$ cat config.mk
export PLATFORM = sky130hd
export DESIGN_NAME = key_debouncer_multi
export DESIGN_NICKNAME = d
export VERILOG_FILES = /design/src/rtl/key_pkg.sv /design/src/rtl/key_channel.sv /design/src/rtl/key_debouncer_multi.sv
export SDC_FILE = /design/constraint.sdc
export NUM_CORES = 1
export LEC_CHECK = 0
export BUFFER_PORTS_ARGS = -buffer_cell sky130_fd_sc_hd__buf_2
export CORE_UTILIZATION = 58
export CTS_CLUSTER_DIAMETER = 40
export DETAILED_ROUTE_END_ITERATION = 7
export PLACE_DENSITY = 0.74
export SLEW_MARGIN = 20
export SYNTH_ARGS = -nofsm -noshare
export SYNTH_HDL_FRONTEND = slang
export SYNTH_SLANG_ARGS = --single-unit
$ cat constraint.sdc
create_clock -name clk -period 2.6 [get_ports clk]
set_input_delay 0.26 -clock clk [delete_from_list [all_inputs] [get_ports clk]]
set_output_delay 0.26 -clock clk [all_outputs]
set_load 0.05 [all_outputs]
$ cat src/rtl/key_pkg.sv
// Shared types and helpers for the multi-key debouncer.
package key_pkg;

  typedef enum logic [1:0] {
    KS_RELEASED = 2'd0,
    KS_PRESSED  = 2'd1,
    KS_HELD     = 2'd2
  } key_state_t;

  function automatic int cnt_w(input int n);
    return $clog2(n + 1);
  endfunction

endpackage

$ cat src/rtl/key_channel.sv
// One key: 2-FF synchroniser, debounce filter, press FSM and registered pulses.
// state       | meaning
// KS_RELEASED | key not pressed, waiting for an accepted press
// KS_PRESSED  | press accepted, counting towards the long-hold pulse
// KS_HELD     | long hold reached, emitting auto-repeat pulses
module key_channel
  import key_pkg::*;
#(
  parameter int ACTIVE_LOW      = 1,
  parameter int DEBOUNCE_CYCLES = 500000,
  parameter int HOLD_CYCLES     = 25000000,
  parameter int REPEAT_CYCLES   = 5000000,
  parameter int REPEAT_EN       = 1
) (
  input  logic clk,
  input  logic reset,
  input  logic key_in,
  output logic key_level,
  output logic key_press,
  output logic key_release,
  output logic key_hold,
  output logic key_repeat
);

  localparam int DW = cnt_w(DEBOUNCE_CYCLES);
  localparam int HW = cnt_w(HOLD_CYCLES);
  localparam int RW = cnt_w(REPEAT_CYCLES);
  localparam logic INACT = (ACTIVE_LOW != 0);
  localparam logic [DW-1:0] DB_TC   = DW'(DEBOUNCE_CYCLES - 1);
  localparam logic [HW-1:0] HOLD_TC = HW'(HOLD_CYCLES - 1);
  localparam logic [RW-1:0] REP_TC  = RW'(REPEAT_CYCLES - 1);

  logic          sync1, sync2, raw_act;
  logic          db_hit, acc_press, acc_release;
  logic [DW-1:0] db_cnt;
  logic [HW-1:0] hold_cnt;
  logic [RW-1:0] rep_cnt;
  key_state_t    state;

  assign raw_act     = (ACTIVE_LOW != 0) ? ~sync2 : sync2;
  assign db_hit      = (raw_act != key_level) && (db_cnt == DB_TC);
  assign acc_press   = db_hit && raw_act;
  assign acc_release = db_hit && !raw_act;

  always_ff @(posedge clk) begin
    if (reset) begin
      sync1       <= INACT;
      sync2       <= INACT;
      db_cnt      <= '0;
      hold_cnt    <= '0;
      rep_cnt     <= '0;
      state       <= KS_RELEASED;
      key_level   <= 1'b0;
      key_press   <= 1'b0;
      key_release <= 1'b0;
      key_hold    <= 1'b0;
      key_repeat  <= 1'b0;
    end else begin
      sync1       <= key_in;
      sync2       <= sync1;
      key_press   <= acc_press;
      key_release <= acc_release;
      key_hold    <= 1'b0;
      key_repeat  <= 1'b0;

      if (raw_act == key_level) begin
        db_cnt <= '0;
      end else if (db_hit) begin
        db_cnt    <= '0;
        key_level <= raw_act;
      end else begin
        db_cnt <= db_cnt + 1'b1;
      end

      // An accepted release overrides any hold/repeat terminal count this cycle.
      if (acc_release) begin
        state    <= KS_RELEASED;
        hold_cnt <= '0;
        rep_cnt  <= '0;
      end else begin
        case (state)
          KS_RELEASED: begin
            if (acc_press) begin
              state    <= KS_PRESSED;
              hold_cnt <= '0;
            end
          end
          KS_PRESSED: begin
            if (hold_cnt == HOLD_TC) begin
              key_hold <= 1'b1;
              state    <= KS_HELD;
              rep_cnt  <= '0;
            end else begin
              hold_cnt <= hold_cnt + 1'b1;
            end
          end
          KS_HELD: begin
            if (REPEAT_EN != 0) begin
              if (rep_cnt == REP_TC) begin
                key_repeat <= 1'b1;
                rep_cnt    <= '0;
              end else begin
                rep_cnt <= rep_cnt + 1'b1;
              end
            end
          end
          default: state <= KS_RELEASED;
        endcase
      end
    end
  end

endmodule

$ cat src/rtl/key_debouncer_multi.sv
// NUM_KEYS independent debounced key channels with press/release/hold/repeat pulses.
module key_debouncer_multi #(
  parameter int NUM_KEYS        = 4,
  parameter int ACTIVE_LOW      = 1,
  parameter int DEBOUNCE_CYCLES = 500000,
  parameter int HOLD_CYCLES     = 25000000,
  parameter int REPEAT_CYCLES   = 5000000,
  parameter int REPEAT_EN       = 1
) (
  input  logic                clk,
  input  logic                reset,
  input  logic [NUM_KEYS-1:0] key_in,
  output logic [NUM_KEYS-1:0] key_level,
  output logic [NUM_KEYS-1:0] key_press,
  output logic [NUM_KEYS-1:0] key_release,
  output logic [NUM_KEYS-1:0] key_hold,
  output logic [NUM_KEYS-1:0] key_repeat
);

  for (genvar g = 0; g < NUM_KEYS; g++) begin : gen_ch
    key_channel #(
      .ACTIVE_LOW     (ACTIVE_LOW),
      .DEBOUNCE_CYCLES(DEBOUNCE_CYCLES),
      .HOLD_CYCLES    (HOLD_CYCLES),
      .REPEAT_CYCLES  (REPEAT_CYCLES),
      .REPEAT_EN      (REPEAT_EN)
    ) u_ch (
      .clk        (clk),
      .reset      (reset),
      .key_in     (key_in[g]),
      .key_level  (key_level[g]),
      .key_press  (key_press[g]),
      .key_release(key_release[g]),
      .key_hold   (key_hold[g]),
      .key_repeat (key_repeat[g])
    );
  end

endmodule

# After elaboration in Yosys (flattened, before gate mapping)
# Index checks and enable logic that the tools add are counted.
[word_totals]
word_cells = 212
regBits = 304
in_bits = 6
output_inout_bits = 20
[classes]
reduce_logical = 56
eq_ne = 40
n_addsub = 12
bitwise_logic = 16
mux = 44
[op_table]
columns = ["cell", "n"]
rows = [
  ["$mux 25", 8],
  ["$pmux 25 s2", 4],
  ["$mux 23", 8],
  ["$pmux 23 s2", 4],
  ["$add 25x1->25 const B", 4],
  ["$eq 25x25->1 const B", 4],
  ["$add 23x1->23 const B", 4],
  ["$eq 23x23->1 const B", 4],
  ["$add 19x1->19 const B", 4],
  ["$eq 19x19->1 const B", 4],
  ["$reduce_or 3->1", 12],
  ["$pmux 2 s3", 4],
  ["$reduce_and 3->1", 8],
  ["$mux 2", 8],
  ["$ne 2x1->1 const B", 8],
  ["$not 1->1", 16],
  ["$reduce_and 2->1", 8],
  ["$reduce_bool 2->1", 8],
  ["$logic_and 1x1->1", 12],
  ["$eq 2x1->1 const B", 4],
  ["$eq 2x2->1 const B", 4],
  ["$logic_not 2->1", 4],
  ["$mux 1", 8],
  ["$ne 2x2->1 const B", 4],
  ["other kinds (3)", 12],
]

# Longest topological paths before layout
# Gate-level depths: netlist (run 1).
[depth]
ltp_word = 6
ltp_mapped = 9

# Cells and area by module
# From an unflattened synthesis (run 1), not the netlist that was laid out.
[unflattened]
hier_cells = 1882
area_unflattened_um2 = 15537.4
[by_module_without_submodules]
columns = ["module", "seq_area_each_um2", "cells_each", "area_per_inst_um2", "instances"]
rows = [
  ["key_channel (gen_ch[0].u_ch ...)", 1521.5, 459, 3782.4, 2],
  ["key_channel (gen_ch[3].u_ch)", 1521.5, 480, 4046.4, 1],
  ["key_channel (gen_ch[1].u_ch)", 1521.5, 484, 3926.3, 1],
]

# Worst setup path before layout (run 1)
# No wires, ideal clock.
[synth_timing]
path_type = "register -> register"
startpoint = "register gen_ch[2].u_ch.db_cnt[0]"
endpoint = "register gen_ch[2].u_ch.state[1]"
t_required_ns = 2.474
period_less_slack_ns = 2.122
n_path_buf = 2
t_arrival_ns = 1.996
path_stages_with_launch = 8
path_slack_ns = 0.478
path_cell_list = "dfxtp_1 > ha_1 > and4_1 > nor4b_1 > a41o_1 > buf_2 > buf_2 > nor2_1"
[synth_between]
elab_chain_len = 5
[synth_lines]
columns = ["element", "line_no", "text"]
rows = [
  ["from (decl)", "key_channel.sv:35", "logic [DW-1:0] db_cnt;"],
  ["from (signal assigned)", "key_channel.sv:72", "db_cnt <= db_cnt + 1'b1;"],
  ["$eq 19x19->1 *", "key_channel.sv:41", "assign db_hit = (raw_act != key_level) && (db_cnt == DB_TC);"],
  ["$logic_and 1x1->1 *", "key_channel.sv:41", ""],
  ["$logic_and 1x1->1", "key_channel.sv:42", "assign acc_press = db_hit && raw_act;"],
  ["$ne 2x1->1 (no source line)", "-", ""],
  ["$reduce_and 3->1 (no source line)", "-", ""],
  ["to (signal assigned)", "key_channel.sv:52", "state <= KS_RELEASED;"],
  ["to (signal assigned)", "key_channel.sv:77", "state <= KS_RELEASED;"],
  ["to (signal assigned)", "key_channel.sv:84", "state <= KS_PRESSED;"],
  ["to (decl)", "key_channel.sv:38", "key_state_t state;"],
]
# Every way passes the cells marked *; elsewhere a longest branch is shown, timed or not.
# A chain may end at the register's enable or synchronous reset.

# Final worst setup path (run 1)
[layout_timing]
startpoint = "register gen_ch[2].u_ch.hold_cnt[0]"
endpoint = "register gen_ch[2].u_ch.rep_cnt[7]"
[layout_between]
elab_chain_len = 3
[layout_lines]
columns = ["element", "line_no", "text"]
rows = [
  ["from (decl)", "key_channel.sv:36", "logic [HW-1:0] hold_cnt;"],
  ["from (signal assigned)", "key_channel.sv:94", "hold_cnt <= hold_cnt + 1'b1;"],
  ["$eq 25x25->1", "key_channel.sv:89", "if (hold_cnt == HOLD_TC) begin"],
  ["$ne 2x1->1 (no source line)", "-", ""],
  ["$reduce_and 2->1 (no source line)", "-", ""],
  ["to (signal assigned)", "key_channel.sv:103", "rep_cnt <= rep_cnt + 1'b1;"],
  ["to (decl)", "key_channel.sv:37", "logic [RW-1:0] rep_cnt;"],
]
# Every way passes these cells.

==> results_dict.tcl, run 1 <==
set metrics [dict create \
    top_usage_layer "met2" \
    worst_pin_slew_ns 1.04 \
    p_int_w 0.00872 \
    syn_area_sq_um 15600 \
    post_drt_wl_per_cell_um 15.5 \
    clk_pin_slew_ns 0.06 \
    required_ns 3.06 \
    fin_ws_ns 0.183 \
    hold_viol_final 0 \
    clock-sinks 304 \
    cp.arrival_ns 2.88 \
    postCtsSetupRepairBufs 0 \
    h-tree-depth 2 \
    comb_power_share_pct 1.2 \
    start_kind "register" \
    yosys_warnings 0 \
    vias_per_cell 6.27 \
    total_power_w 0.0111 \
    r2r_slack_ns 0.18 \
    port_buffers 25 \
    synth_seq_area_share_pct 39.0 \
    final_nets 1965 \
    syn_to_final_growth_pct 13.6 \
    max_freq_mhz 414 \
    antenna_found_initial 0 \
    ant_nets 0 \
    status "complete, but fails checks" \
    fin_crit_sh_pct 92.9 \
    synth-seq-cells 304 \
    die_x_um 166 \
    grt_use_met2_pct 42.5 \
    dpl.hpwl_um 23800 \
    synth_edf_count 0 \
    slew_violations 0 \
    met1_usage_pct 34.6 \
    antenna_cells 0 \
    grt_pass1_vias 13424 \
    cts_root_buffer "clkbuf_16" \
    grt_overflow 0 \
    powerDensity_nw_per_um2 628 \
    grtUsageTotal_pct 25.7 \
    rsz0062_at_grt "false" \
    period_needed_ns 2.42 \
    pwr-share-seq_pct 42.0 \
    dr.pass1.iters 7 \
    p_clk_share_pct 56.8 \
    ir_drop_v 0.000526 \
    routed_wl_um 36000 \
    maxSlewHeadroom_pct 30.3 \
    synth_ff_type "dfxtp_1" \
    avgSynthCellArea_sq_um 8.11 \
    cp_max_fo 13 \
    setup_viol_count_final 0 \
    fp.dieH_um 166 \
    violations "DRC" \
    synth.distinct_cells 80 \
    drive_gt1_share_pct 11.7 \
    clock-skew-final_ns 0.0131 \
    crit_type "reg2reg" \
    leakage_nw 5.58 \
    drc 1 \
    cts.path.max_buffers 3 \
    clk_latency_ns 0.54 \
    synthArstFlopShare_pct 0 \
    final_util_pct 67.6 \
    io_pins 26 \
    syn_inst 1922 \
    rows 59 \
    vias 14511 \
    place_congestion 0.894 \
    switching_share_pct 21.7 \
    worst_hold_path_type "in2reg" \
    die_area_sq_um 27500 \
    grt_max_degree 47 \
    tritoncts "done" \
    grt_first_pass_wirelength_um 62100 \
    dp_slack_ns -0.126 \
    drv_cap 0 \
    core_area_sq_um 26200 \
    start_util_pct 59.5 \
    syn-num-nets 1940 \
    cts_buffers 46 \
    first_iter_violations 901 \
    p_sw_w 0.00242 \
    endpoint_kind "register" \
    use_met3_pct 3.91 \
]
[Yosys cell counts (16+ instances only)]
master      n  area, sq um
dfxtp_1   304         6090
nand2b_1   28          175
mux2i_1    18          180
or2_2      18          113
a41oi_1    16          140
a311oi_1   30          263
and4_1     28          245
nand2_1   203          762
clkbuf_1   65          244
a31oi_1    66          413
or3_1      41          257
buf_4      24          180
and3_1     41          257
nor2_1    167          627
nand3_1   164          821
nor4_1     34          213
o21ai_0    48          240
xor2_1     36          315
xnor2_1    36          315
buf_2      17         85.1
nand4_1    72          450
inv_1      37          139
a21oi_1   137          686
a211oi_1   26          195
nor3_1     44          220
[layout by cell type (no fill, tap or decap), drive strengths merged, types with 12 or more instances in the layout]
cell / count
a41oi: 16
mux2i: 18
or4: 13
xor2: 36
nand4: 72
nand2: 205
or2: 18
a211oi: 28
nor4: 43
xnor2: 36
nor3: 44
and3: 41
buf: 85
inv: 48
a31oi: 67
nand3: 165
a311oi: 34
or3: 41
o21ai: 55
nand2b: 28
a21oi: 137
ha: 12
clkbuf: 52
dfxtp: 304
and4: 28
nor2: 167
[per-layer routing]
layer / vias up / wire [um]
met3: 73 / 1960
met2: 414 / 16600
met1: 6814 / 16700
li1: 7210 / -
met5: - / 0
met4: 0 / 759
[cell families (layout without fill, tap and decap cells)]
logic type               after synthesis  after routing  share of synthesized area (%)
multiplexers                          19             19                           1.23
adder cells (fa/ha/maj)               12             12                          0.963
AND/OR/NAND/NOR                      943            943                           32.5
XOR/XNOR                              72             72                           4.04
flip-flops                           304            304                           39.0
AO/OA/AOI/OAI                        423            423                           17.9
buffers and inverters                149            207                           4.40
[worst paths after layout]
path                              start                        end  depth (start not counted)
min reg2reg        gen_ch[1].u_ch.sync1       gen_ch[1].u_ch.sync2                          1
max          gen_ch[2].u_ch.hold_cnt[0]  gen_ch[2].u_ch.rep_cnt[7]                          6
min                               reset   gen_ch[1].u_ch.key_level                          2
max reg2reg  gen_ch[2].u_ch.hold_cnt[0]  gen_ch[2].u_ch.rep_cnt[7]                          6
[metrics by stage]
stage	cell area (sq um)	instances	setup TNS (ns)	hold WS, ns
final	17700	2315	0	0.192
after detailed placement	16100	2230	-0.658	0.402
after global placement	16100	2230	0	0.392
after CTS	17700	2315	0	0.173
after global routing	17700	2315	0	0.231
after floorplan	15600	1922	0	0.364
[critical path, stage by stage, from the launching register on]
cell and delay (ns):
dfxtp_1 0.39, ha_1 0.21, nand3_1 0.20, nor4b_2 0.51
a31oi_2 0.32, or4_1 0.58, a21oi_1 0.15
[registers in the layout, summed over array words and instances (netlist names)]
signal                   cells
gen_ch.u_ch.key_hold         4
gen_ch.u_ch.sync1            4
gen_ch.u_ch.rep_cnt         92
gen_ch.u_ch.hold_cnt       100
gen_ch.u_ch.key_level        4
gen_ch.u_ch.key_repeat       4
gen_ch.u_ch.db_cnt          76
gen_ch.u_ch.key_press        4
gen_ch.u_ch.sync2            4
gen_ch.u_ch.state            8
gen_ch.u_ch.key_release      4
[layout make-up]
cell class	count	area, sq um
Clock buffer	52	1210
Clock inverter	29	373
Fill cell	2165	8480
Inverter	37	139
Multi-Input combinational cell	1469	8860
Sequential cell	304	6090
Tap cell	335	419
Timing Repair Buffer	89	628
[power by group through the flow]
stage	clock network [W]	registers [W]	logic [W]
2_1_floorplan	0	0.00477	0.0000853
3_3_place_gp	0	0.00478	0.000128
3_5_place_dp	0	0.00478	0.000129
4_1_cts	0.00644	0.00468	0.000135
5_1_grt	0.00669	0.00467	0.000147
6_report	0.00633	0.00468	0.000134
[what timing repair did]
action                                  CTS  global route
endpoints found under the hold margin     4             0
resized for setup                         1             2
endpoints found under the setup margin    6            20
hold buffers                              4             0
No activity file was read; power rests on OpenSTA's default activity.
==> run 2, diff against run 1 <==
--- a/config.mk
+++ b/config.mk
@@ -6,6 +6,7 @@
 export NUM_CORES = 1
 export LEC_CHECK = 0
 export BUFFER_PORTS_ARGS = -buffer_cell sky130_fd_sc_hd__buf_2
+export CORE_MARGIN = 5
 export CORE_UTILIZATION = 58
 export CTS_CLUSTER_DIAMETER = 40
 export DETAILED_ROUTE_END_ITERATION = 7
==> run 2 against run 1 <==
  * The flow now finishes without violations
  * Via count shrank 0.27%
  * Worst setup slack better by 0.061 ns
  * Clock-buffer cell count is 2 lower
  * Register-to-register slack improved by 0.06 ns
  * Global-route usage shrank 2.5 points
  * Critical path depth grew 1
  * Power fell by 3.8%
  * Flip-flop and latch count unchanged
  * Critical endpoint is now gen_ch[3].u_ch.rep_cnt[19]
==> results_dict.tcl, run 2 (synthesis gave the netlist of run 1 again) <==
set metrics [dict create \
    status "finished, final reports clean" \
    r2r-start "gen_ch[3].u_ch.hold_cnt[0]" \
    antenna_found_initial 0 \
    port_buffers 25 \
    cts.path.max_buffers 3 \
    path_delay_family "compound AO/OA/AOI/OAI gates" \
    top_register "gen_ch.u_ch.hold_cnt" \
    r2r_end "gen_ch[3].u_ch.rep_cnt[19]" \
    largest_register_ffs 100 \
    vias_per_cell 6.26 \
    leakage_nw 5.53 \
    cts_root_buffer "clkbuf_16" \
    clk_latency_ns 0.54 \
    setup_tns_ns 0 \
    powerDensity_nw_per_um2 609 \
    clk_pin_slew_ns 0.06 \
    grt_overflow 0 \
    rsz0062_at_grt "false" \
    ctsHoldBuffers 4 \
    period_needed_ns 2.36 \
    cp.arrival_ns 2.81 \
    start_util_pct 58.4 \
    fin_crit_sh_pct 90.6 \
    routed_wl_um 36200 \
    clock-skew-final_ns 0.0109 \
    place_congestion 0.891 \
    cp_max_fo 16 \
    tritoncts "done" \
    crit_type "reg2reg" \
    required_ns 3.05 \
    endpoint_kind "register" \
    grt_pass1_vias 13474 \
    setup_viol_count_final 0 \
    layout_common_cells "dfxtp_1 (304), nand2_1 (203), nor2_1 (167)" \
    worst-path-buf-inv 1 \
    final_common_cell "dfxtp_1" \
    maxSlewHeadroom_pct 34.5 \
    hold_end "gen_ch[1].u_ch.key_level" \
    core_area_sq_um 26700 \
    grtUsageTotal_pct 23.2 \
    ant_nets 0 \
    postCtsSetupRepairBufs 0 \
    io_pins 26 \
    max_freq_mhz 424 \
    die_x_um 174 \
    vias 14472 \
    min_from "reset" \
    grt_max_degree 47 \
    fp.dieH_um 174 \
    r2r_slack_ns 0.24 \
    max_stage_delay_ns 0.67 \
    dpl.hpwl_um 23900 \
    post_cts_resized 0 \
    fin_ws_ns 0.244 \
    grt_first_pass_wirelength_um 62600 \
    h-tree-depth 2 \
    drv_cap 0 \
    worst_hold_path_type "in2reg" \
    n_fill_cell 2259 \
    worst_pin_slew_ns 0.978 \
    slew_violations 0 \
    total_power_w 0.0107 \
    critical_path.cell_chain "ha_1 -> and3_1 -> and4b_1 -> a31oi_2 -> buf_4 -> a21oi_1 -> a211oi_1" \
    drc 0 \
    antenna_cells 0 \
    rows 60 \
    multi_input_area_sq_um 8840 \
    r2r_cells 7 \
    clock-sinks 304 \
    hold_viol_final 0 \
    dp_slack_ns 0.233 \
    post_drt_wl_per_cell_um 15.6 \
    first_iter_violations 1109 \
    layout.area.seq_sq_um 6090 \
    drive_gt1_share_pct 11.3 \
    hold_depth 2 \
    start_kind "register" \
    largest_registers "gen_ch.u_ch.hold_cnt: 100 flops, gen_ch.u_ch.rep_cnt: 92 flops, gen_ch.u_ch.db_cnt: 76 flops" \
    final_nets 1956 \
    cts_buffers 43 \
    die_area_sq_um 30300 \
    dr.pass1.iters 6 \
    syn_to_final_growth_pct 12.8 \
    ir_drop_v 0.000419 \
    slowest_stage "a31oi_2" \
]
run 2: cell count changes in the layout (fill, tap and decap cells not counted), sizes merged:
| cell | previous run | this run |
|---|---|---|
| inv | 48 | 51 |
| clkinvlp | 6 | 4 |
| bufinv | 6 | 2 |
| clkinv | 6 | 9 |
| buf | 85 | 79 |
| clkbuf | 52 | 50 |
run 2: worst max-delay path by stage:
stage                                     startpoint                    endpoint  slack [ns]  depth (start not counted)
after detailed placement  gen_ch[3].u_ch.hold_cnt[0]  gen_ch[3].u_ch.rep_cnt[19]        0.23                          7
after CTS                 gen_ch[3].u_ch.hold_cnt[0]  gen_ch[3].u_ch.rep_cnt[19]        0.24                          7
after floorplan             gen_ch[2].u_ch.db_cnt[0]     gen_ch[2].u_ch.state[1]        0.48                          7
final                     gen_ch[3].u_ch.hold_cnt[0]  gen_ch[3].u_ch.rep_cnt[19]        0.24                          7
after global routing      gen_ch[3].u_ch.hold_cnt[0]  gen_ch[3].u_ch.rep_cnt[19]        0.04                          7
after global placement    gen_ch[3].u_ch.hold_cnt[0]  gen_ch[3].u_ch.rep_cnt[19]        0.30                          7
run 2: routing by layer:
layer  vias up  share of wire (%)  global-route usage (%)
li1       7193                  -                       -
met4         0                1.6                    6.17
met3        49                4.4                    3.11
met5         -                  0                       0
met2       368                 47                    38.0
met1      6862                 47                    32.4
run 2: through the flow:
stage	cell area, sq um	instances	hold WS, ns	utilization [%]
2_1_floorplan	15600	1922	0.364	-
3_3_place_gp	16100	2230	0.393	60.1
3_5_place_dp	16100	2230	0.398	60.1
4_1_cts	17600	2313	0.223	65.8
5_1_grt	17600	2313	0.254	65.8
6_report	17600	2313	0.252	65.8
run 2: power breakdown:
part | switching, W | internal (W)
registers | 0.00000662 | 0.00467
logic | 0.0000927 | 0.0000410
clock network | 0.00234 | 0.00357
total | 0.00244 | 0.00828
run 2: layout make-up:
type,count,area share (%)
multi-input cells,1469,50.3
flip-flops and latches,304,34.6
clock buffers,50,6.73
repair buffers,83,3.46
well taps,341,2.43
clock inverters,29,1.73
inverters,37,0.789
run 2: worst reg2reg max path, delay by kind of cell (launching register included):
family / cells / cell delay, ns
and+or+nand+nor: 2 / 0.45
adders and majority gates: 1 / 0.24
buffers and inverters: 1 / 0.30
AOI/OAI and AO/OA: 3 / 0.96
DFF: 1 / 0.34
